[src/rtl/fpu_normalize_round_pkg.sv]
// fpu_normalize_round_pkg: shared float types, format constants and FSM states
// for the normalize/round tail of the FPU.
`default_nettype none

package fpu_normalize_round_pkg;

  typedef enum logic [1:0] {
    FMT_HALF   = 2'd0,
    FMT_SINGLE = 2'd1,
    FMT_DOUBLE = 2'd2
  } float_type_t;

  typedef struct packed {
    logic        sign;
    logic [15:0] exponent;
    logic [63:0] mantissa;
  } denormalized_t;

  // Result word; the packed encoding sits LSB-aligned in value, upper bits zero.
  typedef struct packed {
    float_type_t ftype;
    logic [63:0] value;
  } float_t;

  typedef struct packed {
    logic overflow;
    logic underflow;
    logic inexact;
  } fpu_flags_t;

  typedef enum logic [1:0] {
    ST_IDLE  = 2'd0,
    ST_NORM  = 2'd1,
    ST_ROUND = 2'd2,
    ST_DONE  = 2'd3
  } norm_state_t;

  function automatic int frac_w(input float_type_t f);
    case (f)
      FMT_HALF:   return 10;
      FMT_SINGLE: return 23;
      default:    return 52;
    endcase
  endfunction

  function automatic logic signed [17:0] exp_max(input float_type_t f);
    case (f)
      FMT_HALF:   return 18'sd31;
      FMT_SINGLE: return 18'sd255;
      default:    return 18'sd2047;
    endcase
  endfunction

endpackage

`default_nettype wire

[src/rtl/fpu_lzc64.sv]
// fpu_lzc64: combinational leading-zero count of a 63-bit vector (63 when all zero).
`default_nettype none

module fpu_lzc64 (
  input  logic [62:0] i_data,
  output logic [5:0]  o_count
);

  always_comb begin
    o_count = 6'd63;
    // Ascending scan: the last hit is the most significant set bit.
    for (int i = 0; i < 63; i++) begin
      if (i_data[i]) o_count = 6'(62 - i);
    end
  end

endmodule

`default_nettype wire

[src/rtl/fpu_normalize_round.sv]
// fpu_normalize_round: renormalizes a wide mantissa, rounds to nearest-even and
// packs the result as half/single/double with overflow/underflow/inexact flags.
`default_nettype none

module fpu_normalize_round
  import fpu_normalize_round_pkg::*;
#(
  parameter int SHIFT_STEP = 8
) (
  input  logic                          clk,
  input  logic                          reset,
  input  logic                          in_valid,
  output logic                          in_ready,
  input  logic [$bits(denormalized_t)-1:0] fltIn,
  input  logic [$bits(float_type_t)-1:0]   fmt,
  output logic                          out_valid,
  input  logic                          out_ready,
  output logic [$bits(float_t)-1:0]     fltOut,
  output logic [2:0]                    flags
);

  norm_state_t        r_state, w_state_nxt;
  logic               r_sign;
  logic signed [17:0] r_exp;
  logic [63:0]        r_mant;
  float_type_t        r_fmt;
  logic               r_sticky;
  float_t             r_flt_out;
  fpu_flags_t         r_flags;

  denormalized_t      w_in;
  logic [5:0]         w_lz;
  logic [5:0]         w_shift;
  logic               w_mant_zero;

  assign w_in        = denormalized_t'(fltIn);
  assign w_mant_zero = (r_mant == 64'd0);

  fpu_lzc64 u_lzc (
    .i_data  (r_mant[62:0]),
    .o_count (w_lz)
  );

  assign w_shift = (int'(w_lz) > SHIFT_STEP) ? 6'(SHIFT_STEP) : w_lz;

  always_comb begin
    w_state_nxt = r_state;
    case (r_state)
      ST_IDLE:  if (in_valid) w_state_nxt = ST_NORM;
      ST_NORM:  if (w_mant_zero || r_mant[63] || r_mant[62]) w_state_nxt = ST_ROUND;
      ST_ROUND: w_state_nxt = ST_DONE;
      ST_DONE:  if (out_ready) w_state_nxt = ST_IDLE;
      default:  w_state_nxt = ST_IDLE;
    endcase
  end

  // Rounding and packing from the normalized mantissa (hidden 1 at bit 62).
  logic [51:0]        w_frac, w_frac_rnd, w_mask, w_res_frac;
  logic               w_lsb, w_guard, w_rest, w_sticky_all, w_up, w_inexact;
  logic signed [17:0] w_exp_rnd, w_emax;
  logic [10:0]        w_res_exp;
  fpu_flags_t         w_res_flags;
  float_t             w_result;

  always_comb begin
    w_frac  = '0;
    w_lsb   = 1'b0;
    w_guard = 1'b0;
    w_rest  = 1'b0;
    case (r_fmt)
      FMT_HALF: begin
        w_frac  = 52'(r_mant[61:52]);
        w_lsb   = r_mant[52];
        w_guard = r_mant[51];
        w_rest  = |r_mant[50:0];
      end
      FMT_SINGLE: begin
        w_frac  = 52'(r_mant[61:39]);
        w_lsb   = r_mant[39];
        w_guard = r_mant[38];
        w_rest  = |r_mant[37:0];
      end
      default: begin
        w_frac  = r_mant[61:10];
        w_lsb   = r_mant[10];
        w_guard = r_mant[9];
        w_rest  = |r_mant[8:0];
      end
    endcase

    w_mask       = (52'd1 << frac_w(r_fmt)) - 52'd1;
    w_sticky_all = r_sticky | w_rest;
    w_up         = w_guard & (w_sticky_all | w_lsb);
    w_inexact    = w_guard | w_sticky_all;
    w_emax       = exp_max(r_fmt);

    if (w_up && (w_frac == w_mask)) begin
      w_frac_rnd = '0;
      w_exp_rnd  = r_exp + 18'sd1;
    end else begin
      w_frac_rnd = w_frac + 52'(w_up);
      w_exp_rnd  = r_exp;
    end

    w_res_flags = '0;
    w_res_exp   = w_exp_rnd[10:0];
    w_res_frac  = w_frac_rnd;
    if (w_mant_zero) begin
      w_res_exp  = '0;
      w_res_frac = '0;
    end else if (w_exp_rnd >= w_emax) begin
      w_res_exp             = w_emax[10:0];
      w_res_frac            = '0;
      w_res_flags.overflow  = 1'b1;
      w_res_flags.inexact   = 1'b1;
    end else if (w_exp_rnd <= 18'sd0) begin
      w_res_exp             = '0;
      w_res_frac            = '0;
      w_res_flags.underflow = 1'b1;
      w_res_flags.inexact   = 1'b1;
    end else begin
      w_res_flags.inexact   = w_inexact;
    end

    w_result.ftype = r_fmt;
    case (r_fmt)
      FMT_HALF:   w_result.value = 64'({r_sign, w_res_exp[4:0], w_res_frac[9:0]});
      FMT_SINGLE: w_result.value = 64'({r_sign, w_res_exp[7:0], w_res_frac[22:0]});
      default:    w_result.value = {r_sign, w_res_exp, w_res_frac};
    endcase
  end

  always_ff @(posedge clk or posedge reset) begin
    if (reset) begin
      r_state   <= ST_IDLE;
      r_sign    <= 1'b0;
      r_exp     <= '0;
      r_mant    <= '0;
      r_fmt     <= FMT_HALF;
      r_sticky  <= 1'b0;
      r_flt_out <= '0;
      r_flags   <= '0;
    end else begin
      r_state <= w_state_nxt;
      case (r_state)
        ST_IDLE: begin
          if (in_valid) begin
            r_sign   <= w_in.sign;
            r_exp    <= 18'($unsigned(w_in.exponent));
            r_mant   <= w_in.mantissa;
            r_fmt    <= float_type_t'(fmt);
            r_sticky <= 1'b0;
          end
        end
        ST_NORM: begin
          if (w_mant_zero) begin
            r_mant <= r_mant;
          end else if (r_mant[63]) begin
            r_mant   <= r_mant >> 1;
            r_sticky <= r_sticky | r_mant[0];
            r_exp    <= r_exp + 18'sd1;
          end else if (!r_mant[62]) begin
            r_mant <= r_mant << w_shift;
            r_exp  <= r_exp - 18'(w_shift);
          end
        end
        ST_ROUND: begin
          r_flt_out <= w_result;
          r_flags   <= w_res_flags;
        end
        default: ;
      endcase
    end
  end

  // in_ready is masked during reset so it only rises once reset is released.
  assign in_ready  = (r_state == ST_IDLE) && !reset;
  assign out_valid = (r_state == ST_DONE);
  assign fltOut    = r_flt_out;
  assign flags     = r_flags;

endmodule

`default_nettype wire
[config.mk]
export PLATFORM = sky130hd
export DESIGN_NAME = fpu_normalize_round
export DESIGN_NICKNAME = d
export VERILOG_FILES = /design/src/rtl/fpu_normalize_round_pkg.sv /design/src/rtl/fpu_lzc64.sv /design/src/rtl/fpu_normalize_round.sv
export SDC_FILE = /design/constraint.sdc
export NUM_CORES = 1
export LEC_CHECK = 0
export CAP_MARGIN = 10
export CELL_PAD_IN_SITES_DETAIL_PLACEMENT = 0
export CELL_PAD_IN_SITES_GLOBAL_PLACEMENT = 2
export CORE_MARGIN = 10
export CORE_UTILIZATION = 33
export DETAILED_ROUTE_END_ITERATION = 6
export GPL_TIMING_DRIVEN = 0
export HOLD_SLACK_MARGIN = 0.1
export PLACE_DENSITY = 0.8
export RECOVER_POWER = 25
export SYNTH_ARGS = -nofsm -noshare
export SYNTH_HDL_FRONTEND = slang
export SYNTH_SLANG_ARGS = --single-unit
[constraint.sdc]
create_clock -name clk -period 17.4 [get_ports clk]
set_input_delay 3.48 -clock clk [delete_from_list [all_inputs] [get_ports clk]]
set_output_delay 3.48 -clock clk [all_outputs]
set_load 0.05 [all_outputs]
==> results of run 1 <==
==> worst paths after layout <==
path                         endpoint  cells after the start        from  slack [ns]
max                        r_mant[50]                      3       reset        6.55
min                        fltOut[55]                      1  fltOut[55]        0.49
max reg2reg                fltOut[18]                     24    r_fmt[0]       10.15
min reg2reg                fltOut[55]                      1  fltOut[55]        0.49
max in group clk             in_ready                      3       reset        8.95
min in group asynchronous    r_exp[9]                      2       reset        4.13
==> stage by stage <==
stage / hold WS, ns / power [mW] / setup WS (ns) / area (sq um) / std cells
finish: 0.489 / 3.56 / 6.55 / 16200 / 2377
floorplan: 0.488 / 2.18 / 9.69 / 13400 / 1661
detailed placement: 0.474 / 3.10 / 8.94 / 15600 / 2344
CTS: 0.494 / 3.51 / 8.95 / 16200 / 2376
global route: 0.499 / 3.77 / 4.97 / 16200 / 2377
global placement: 0.474 / 3.09 / 7.07 / 15600 / 2343
==> state kept, by name, indices dropped and copies added (netlist names) <==
name,flops
r_sticky,1
r_state,2
r_fmt,2
r_sign,1
flags,3
fltOut,66
r_exp,18
r_mant,64
==> cells in the final DEF, fill, tap and decap left out, drive strengths merged, types with 10 or more instances in the layout <==
master / count
a211oi: 11
a21oi: 117
a221oi: 52
a22o: 53
a31oi: 21
and2: 18
and3: 12
buf: 27
clkbuf: 158
clkdlybuf4s50: 155
dfrtp: 157
ha: 22
inv: 53
mux2i: 114
nand2: 166
nand2b: 11
nand3: 36
nand4: 21
nor2: 128
nor2b: 11
nor3: 51
nor4: 28
o211ai: 14
o21ai: 99
o22ai: 10
o2bb2ai: 33
o31ai: 14
or2: 10
or3: 50
xnor2: 40
xor2: 33
==> cell type report <==
class / count / share of cell area, %
multi-input combinational: 1292 / 53.0
timing repair buffer: 159 / 9.80
tap: 525 / 4.05
inverter: 46 / 1.07
sequential: 157 / 24.2
buffer: 166 / 4.14
clock inverter: 15 / 1.06
clock buffer: 17 / 2.62
==> logic make-up (layout without fill, tap and decap cells) <==
| group | Yosys count | in the layout | share of synthesized area (%) |
|---|---|---|---|
| multiplexers | 123 | 123 | 9.40 |
| AO/OA/AOI/OAI | 508 | 508 | 27.2 |
| buffers and inverters | 212 | 403 | 6.31 |
| other | 1 | 2 | 0.0280 |
| AND/OR/NAND/NOR | 563 | 563 | 20.7 |
| flip-flops | 157 | 157 | 29.4 |
| adder cells (fa/ha/maj) | 23 | 23 | 2.21 |
| XOR/XNOR | 73 | 73 | 4.78 |
==> metal layers <==
layer  part of all wire (%)  wire (um)  vias to the layer above  global-route usage, %
li1                       -          -                     6524                      -
met1                     44      29100                     7107                   34.7
met2                     45      29300                      663                   40.1
met3                    6.9       4500                      140                   4.47
met4                    4.1       2670                        0                   10.4
met5                      0          0                        -                      0
==> where the power goes <==
part           internal [mW]  switching [mW]  total [mW]  leakage [nW]
clock network          0.205           0.195       0.400         0.291
logic                  0.758            1.76        2.52          4.21
registers              0.503           0.142       0.646          1.96
==> results.toml, run 1 <==
[grt]
grt_pass1_vias = 14300
grt_max_degree = 111
antenna_found_initial = 1
grt_usage_pct = 25.8
grt_overflow_total = 0
grt_pass1_wl_mm = 96.9

[yosys]
netlist_top_cells_count = "nand2_1 (166), dfrtp_1 (157), clkbuf_1 (135)"
synth_enable_flop_cells = 0
ys_seq_area_share_pct = 29.4
ys.warnings.count = 0
syn-cell-area_sq_mm = 0.0134
synth_cell_types = 87
netlist_top_cells_area = "dfrtp_1 (29%), mux2i_1 (8.5%), nand2_1 (4.7%), a21oi_1 (4.4%), clkbuf_1 (3.8%)"
netlist_instances = 1660
yosys.area.top_type = "dfrtp_1"
netlist.area_leader.share_pct = 29.4
postSynthAreaPerCell_sq_um = 8.05
synthFlopType = "dfrtp_1"
synth.most_common_cell = "nand2_1"
async_reset_ff_share_pct = 100
ys_ff_latch = 157

[sta]
min_period_ns = 10.85
tns_ns = 0
drv_slew = 160
hold_viol = 0
min_period_over_period_pct = 62.3
fmax_ghz = 0.0922
setup_viol = 0
slew_headroom_pct = -311
tightestPinTransition_ns = 6.17
fin_worst_skew_ns = 0.0116
rsz0062_at_grt = "no"

[detailed_routing]
drt-total-wl_mm = 65.5
num_vias = 14400
drc = 0
vias_per_cell = 6.07
wl_per_cell_um = 27.5
drtIter0Drc = 1912
first_pass_iters = 7
ant_nets = 0

[flow_run]
drv_cap = 2

[die]
io_pins = 158
core_area_sq_mm = 0.0399
rows = 73
start_util_pct = 33.5
die-area_sq_mm = 0.0490
die_h_um = 221
fp.dieW_um = 221

[power_and_ir_drop]
power.density_mw_per_mm2 = 220
p_leak_nw = 6.46
ir_drop_uv = 78.4

[min_path]
hp-class = "flop to flop"

[clock_tree]
h-tree-depth = 4
postCtsSetupBuffers = 0
cts_buffers = 17
post_cts_resized = 0
hold_buffers = 0
clock_path_buffers = 2
path_clk_slew_ns = 0.07
cts-root-buf = "clkbuf_16"
cts_sinks = 157
cts_tree = "yes"
clk_latency_ns = 0.48

[critical_path]
crit_type = "input pin to asynchronous set/reset pin"
path_buf_inv = 3
cpPeakStageDelay_ns = 4.37
crit_chain = "dlygate4sd3_1 -> clkinvlp_2 -> clkbuf_1"
startpoint_type = "input pin"
critPathRequiredTime_ns = 16.49
crit_fanout = 110
critPathTopFamily = "buffers and inverters"
arrival_ns = 9.93
cp_slowest_cell = "clkbuf_1"
cp-end-kind = "asynchronous set/reset pin"

[finish]
register_area_sq_mm = 0.00393
fin_util_pct = 40.6
num_antenna_cells = 0
drive_gt1_share_pct = 5.35
nNetsFinal = 1949
fillers = 4150
area_growth_pct = 21.3
multiInputGateArea_sq_mm = 0.00860

[placed_design]
place_congestion = 0.984
place_hpwl_mm = 50.3
portBuffers = 157

[run_status]
violations = "max-capacitance violations, max-slew violations"
status = "finished, violations left"
(Power assumes the default switching activity.)
==> run 2, diff against run 1 <==
==> constraint.sdc (replaced) <==
create_clock -name clk -period 11.35 [get_ports clk]
set_input_delay 2.27 -clock clk [delete_from_list [all_inputs] [get_ports clk]]
set_output_delay 2.27 -clock clk [all_outputs]
set_load 0.05 [all_outputs]
==> run 2 against run 1 <==
The flow still finishes with violations (max-capacitance violations, max-slew violations). Wire length grew 0.11%. Clock power increased by 53%. Non-clock buffer count stayed put. Critical path depth is 21 higher. Register-to-register slack got worse by 6.0 ns. Worst hold slack barely moved. Total power is 53% higher. Global-route usage is the same. Die area stayed put. Worst setup slack got worse by 2.4 ns. Count of clock-buffer cells in the layout unchanged. Critical path type is now flop to flop. Highest routed layer unchanged.
==> results.toml, run 2 (synthesized netlist as in run 1, its figures left out) <==
[detailed_routing]
wl_per_cell_um = 27.6
ant_nets = 0
drc = 0
num_vias = 14400
first_pass_iters = 7
drt-total-wl_mm = 65.6
vias_per_cell = 6.07
drtIter0Drc = 1923

[placed_design]
dpl_cell_area_sq_mm = 0.0156
portBuffers = 157
place_hpwl_mm = 50.3
place_congestion = 0.984

[sta]
min_period_over_period_pct = 63.8
setup_viol = 0
drv_slew = 48
tightestPinTransition_ns = 2.54
min_period_ns = 7.25
tns_ns = 0
slew_headroom_pct = -70.1
rsz0062_at_grt = "no"
hold_viol = 0
fin_worst_skew_ns = 0.0115
fmax_ghz = 0.138

[clock_tree]
cts_buffers = 17
cts-root-buf = "clkbuf_16"
post_cts_resized = 0
h-tree-depth = 4
cts_sinks = 157
postCtsSetupBuffers = 0
cts_tree = "yes"
hold_buffers = 0
clk_latency_ns = 0.48
clock_path_buffers = 2
path_clk_slew_ns = 0.07

[run_status]
status = "finished, violations left"
violations = "max-capacitance violations, max-slew violations"

[critical_path]
crit_chain = "buf_4 -> or2_2 -> clkbuf_1 -> ha_1 -> buf_2 -> inv_1 -> buf_1 -> nand3_1 -> nor4_1 -> o2bb2ai_1 -> o2111ai_1 -> nor2_1 -> nand2_1 -> xnor2_1 -> ha_1 -> a21o_1 -> a21oi_1 -> o311a_1 -> a21oi_1 -> or3_1 -> buf_2 -> nor3_2 -> buf_2 -> a22o_1"
cp-end-kind = "flop"
critPathTopFamily = "simple AND/OR/NAND/NOR gates"
cpPeakStageDelay_ns = 0.75
crit_fanout = 12
cp_slowest_cell = "nor2_1"
startpoint_type = "flop"
worst_path_most_repeated_cell = "buf_2"
critPathRequiredTime_ns = 11.77
crit_type = "flop to flop"
path_buf_inv = 7
arrival_ns = 7.66

[grt]
antenna_found_initial = 1
grt_pass1_vias = 14300
grt_max_degree = 111
grt_usage_pct = 25.8
grt_pass1_wl_mm = 96.9
grt_overflow_total = 0

[finish]
final_cell_mix = "nand2_1 (166), dfrtp_1 (157), clkdlybuf4s50_1 (155)"
nNetsFinal = 1949
fillers = 4146
num_antenna_cells = 0
final_common_cell = "nand2_1"
fin_area_sq_mm = 0.0162
drive_gt1_share_pct = 5.40
largest_reg_flops = 66
area_growth_pct = 21.5

[die]
die_h_um = 221
rows = 73
die-area_sq_mm = 0.0490
fp.dieW_um = 221
core_area_sq_mm = 0.0399
start_util_pct = 33.5
io_pins = 158

[power_and_ir_drop]
ir_drop_uv = 121
p_leak_nw = 6.48
power.density_mw_per_mm2 = 337

[flow_run]
drv_cap = 1

[min_path]
hp-class = "flop to flop"
## run 2: where the power goes
group	internal (mW)	switching [mW]
Sequential	0.771	0.219
Clock	0.314	0.299
Combinational	1.16	2.70
## run 2: cell type report
type / count / area (sq um) / area share [%]
multi-input combinational: 1292 / 8600 / 53.0
sequential: 157 / 3930 / 24.2
timing repair buffer: 159 / 1610 / 9.93
buffer: 166 / 671 / 4.13
tap: 525 / 657 / 4.04
clock buffer: 17 / 425 / 2.62
inverter: 46 / 174 / 1.07
clock inverter: 15 / 171 / 1.06
## run 2: worst paths after layout
check	to	slack, ns	startpoint	cells past startpoint
min in group asynchronous	r_exp[9]	2.96	reset	2
max in group asynchronous	r_mant[50]	7.02	reset	3
max	fltOut[18]	4.10	r_fmt[0]	24
min	fltOut[55]	0.49	fltOut[55]	1
max reg2reg	fltOut[18]	4.10	r_fmt[0]	24
min reg2reg	fltOut[55]	0.49	fltOut[55]	1
## run 2: worst reg2reg max path, cell delays in order (launching register included)
cell and delay, ns:
dfrtp_1 0.36, buf_4 0.19, or2_2 0.28, clkbuf_1 0.24, ha_1 0.25, buf_2 0.16
inv_1 0.16, buf_1 0.63, nand3_1 0.38, nor4_1 0.37, o2bb2ai_1 0.15, o2111ai_1 0.33
nor2_1 0.75, nand2_1 0.15, xnor2_1 0.26, ha_1 0.29, a21o_1 0.18, a21oi_1 0.22
o311a_1 0.21, a21oi_1 0.08, or3_1 0.30, buf_2 0.19, nor3_2 0.58, buf_2 0.33
a22o_1 0.15
## run 2: through the flow
stage          hold slack [ns]  worst slack, ns  instances  utilization [%]  power, mW
6_report                 0.489             4.10       2377             40.7       5.47
5_1_grt                  0.499             3.59       2377             40.7       5.78
4_1_cts                  0.494             4.18       2376             40.7       5.38
3_5_place_dp             0.474             4.24       2344             39.2       4.75
3_3_place_gp             0.474             2.23       2343             39.1       4.74
2_1_floorplan            0.488             4.85       1661                -       3.35
## run 2: routing by layer
layer  part of all wire [%]  vias to the layer above  global-route usage [%]
met5                      0                        -                       0
met4                    4.2                        0                    10.4
met3                    6.8                      149                    4.47
met2                     44                      654                    40.1
met1                     45                     7100                    34.7
li1                       -                     6525                       -
==> RTL change (config.mk and constraints of run 1) <==
The parameter `SHIFT_STEP` goes from 8 to 4.
--- a/src/rtl/fpu_normalize_round.sv
+++ b/src/rtl/fpu_normalize_round.sv
@@ -5,7 +5,7 @@
 module fpu_normalize_round
   import fpu_normalize_round_pkg::*;
 #(
-  parameter int SHIFT_STEP = 8
+  parameter int SHIFT_STEP = 4
 ) (
   input  logic                          clk,
   input  logic                          reset,
Function: no difference found for any inputs over 4 cycles, from zero or initial values and one cycle with reset high; that may be too few to reach the edited logic, so the function may still have changed.
==> RTL change against run 1 <==
The flow still finishes with violations (max-capacitance violations, max-slew violations); die area fell by 6.4%; synthesized area fell by 7.1%; clock skew rose by 0.0030 ns; largest power group unchanged; power fell by 5.9%; sequential cell count did not move; worst setup slack improved by 0.46 ns; register-to-register slack got worse by 1.1 ns; largest cell class unchanged; combinational power fell by 8%; synthesized cell count fell by 9.3%; clock power fell by 11%; final area fell by 6.4%; routed wire length fell by 15%; critical path depth did not move.
==> RTL change: results (changes against run 1) <==
maximum vdd ir drop: 91.7 uV (+17%)
placed insts: 2,177 (-7.1%)
worst r2r dst: fltOut[58]
Max transition margin: -264% (+48 points)
Worst Reg2Reg Path Length in Cells: 27 (+13%)
Worst Hold End: fltOut[18]
failing checks: max-capacitance violations, max-slew violations
pre-CTS setup slack: 8.95 ns (+0.00637 ns)
met1 GRT Util: 32.1% (-2.6 points)
Adder-Cell Fraction of Synth Area: 2.38% (+0.17 points)
crit-path max cell delay: 3.89 ns (-0.48 ns)
skew final: 0.0145 ns (+0.00295 ns)
hold_sp: fltOut[18]
worst hold slack: 0.490 ns (+0.00134 ns)
most common cell in the netlist: nand2_1
R2R setup slack: 9.08 ns (-1.07 ns)
post-synthesis xor/xnor area fraction: 5.36% (+0.57 points)
antenna violations before repair: 0 (-1)
post-synthesis mux area share: 11.7% (+2.3 points)
vias in the first global route: 12,800 (-10%)
fin crit period: 10.38 ns (-0.464 ns)
Post-layout nets: 1,795 (-7.9%)
Arrival @ worst endpoint: 9.63 ns (-0.30 ns)
placed instance area: 0.0147 sq mm (-6.0%)
Finished Layout Cells: 2,208 (-7.1%)
Setup crit end: r_mant[34]
M3 GR Usage: 3.91% (-0.56 points)
total global-route track usage: 23.7% (-2.1 points)
GP Congestion: 0.922 (-6.2%)
Yosys cell types: 84 (-3.4%)
drt initial violations: 1,289 (-33%)
met3 wire len: 2970 um (-34%)
largest net degree at the start of global routing: 96 (-14%)
Seq/Total Area, Yosys: 31.6% (+2.2 points)
DRT Wirelength: 55,600 um (-15%)
Clock Root Buffer: clkbuf_16
critical-path maximum fanout: 95 (-14%)
drt first pass iters: 5 (-2)
wire length on met1: 25,700 um (-12%)
Clock transition at path regs: 0.06 ns
first-pass GRT wire length: 83,900 um (-13%)
Syn Inst Count: 1,505 (-9.3%)
top cells by count, synth: nand2_1 (242), o21ai_0 (160), dfrtp_1 (157)
met2 Usage GRT: 37.9% (-2.3 points)
vias per std cell: 5.76 (-5.2%)
final setup fails: 0 (unchanged)
Met2 Wirelength: 25,600 um (-12%)
post-DP HPWL: 43,200 um (-14%)
Maximum Capacitance Violations: 2 (unchanged)
# fillers: 3,866 (-6.8%)
share of layout cells above drive strength 1: 5.36% (+0.017 points)
Leak Pwr: 0.00618 uW (-4.4%)
Compound-Gate Fraction of Synth Area: 23.8% (-3.4 points)
CTS HTree Levels: 4 (unchanged)
top post-synthesis cells by area: dfrtp_1 (32%), mux2i_1 (10%), nand2_1 (7.3%)
Max Transition Viols Final: 160 (unchanged)
# diodes: 0 (unchanged)
postcts setup bufs: 0 (unchanged)
run status: finished, violations left
switching share of total power: 57.0% (-1.9 points)
RTL change: cell types whose count changed after synthesis, moves of 34 or more:
| cell | before | now |
|---|---|---|
| a21oi_1 | 117 | 55 |
| clkbuf_1 | 135 | 93 |
| or3_1 | 50 | 13 |
| nand2_1 | 166 | 242 |
| a221oi_1 | 52 | 6 |
| nor2_1 | 128 | 67 |
| a22o_1 | 53 | 19 |
| o21ai_0 | 97 | 160 |
RTL change: worst reg2reg max path: stages (launching register included):
cell       delay, ns
dfrtp_1         0.37
buf_4           0.16
buf_2           0.22
clkbuf_1        0.31
nor2_1          0.71
inv_1           0.15
ha_1            0.24
buf_2           0.19
inv_2           0.12
clkbuf_1        0.59
a31oi_1         0.37
or3_1           0.44
and4bb_1        0.43
nor2_1          0.09
nor4_2          0.44
buf_2           0.33
nand2_1         0.10
xnor2_1         0.30
ha_1            0.30
nand3_1         0.12
nor2_1          0.06
a211o_1         0.26
a21oi_1         0.25
nand2_1         0.09
nor4_1          0.39
a21oi_1         0.28
a2111oi_1       0.73
a22o_1          0.23
RTL change: power groups by stage:
stage | clock network [uW] | registers (uW) | logic [uW]
floorplan | 0 | 702 | 1450
global placement | 0 | 664 | 2280
detailed placement | 0 | 666 | 2290
CTS | 363 | 660 | 2300
global route | 375 | 685 | 2520
finish | 356 | 671 | 2330
RTL change: final cells by class:
cell class / instances / area, sq um / share of cell area [%]
Multi-Input combinational cell: 1178 / 7820 / 51.5
Sequential cell: 157 / 3930 / 25.9
Timing Repair Buffer: 159 / 1580 / 10.4
Tap cell: 511 / 639 / 4.21
Buffer: 137 / 561 / 3.69
Clock buffer: 21 / 450 / 2.97
Inverter: 35 / 133 / 0.874
Clock inverter: 10 / 66.3 / 0.437
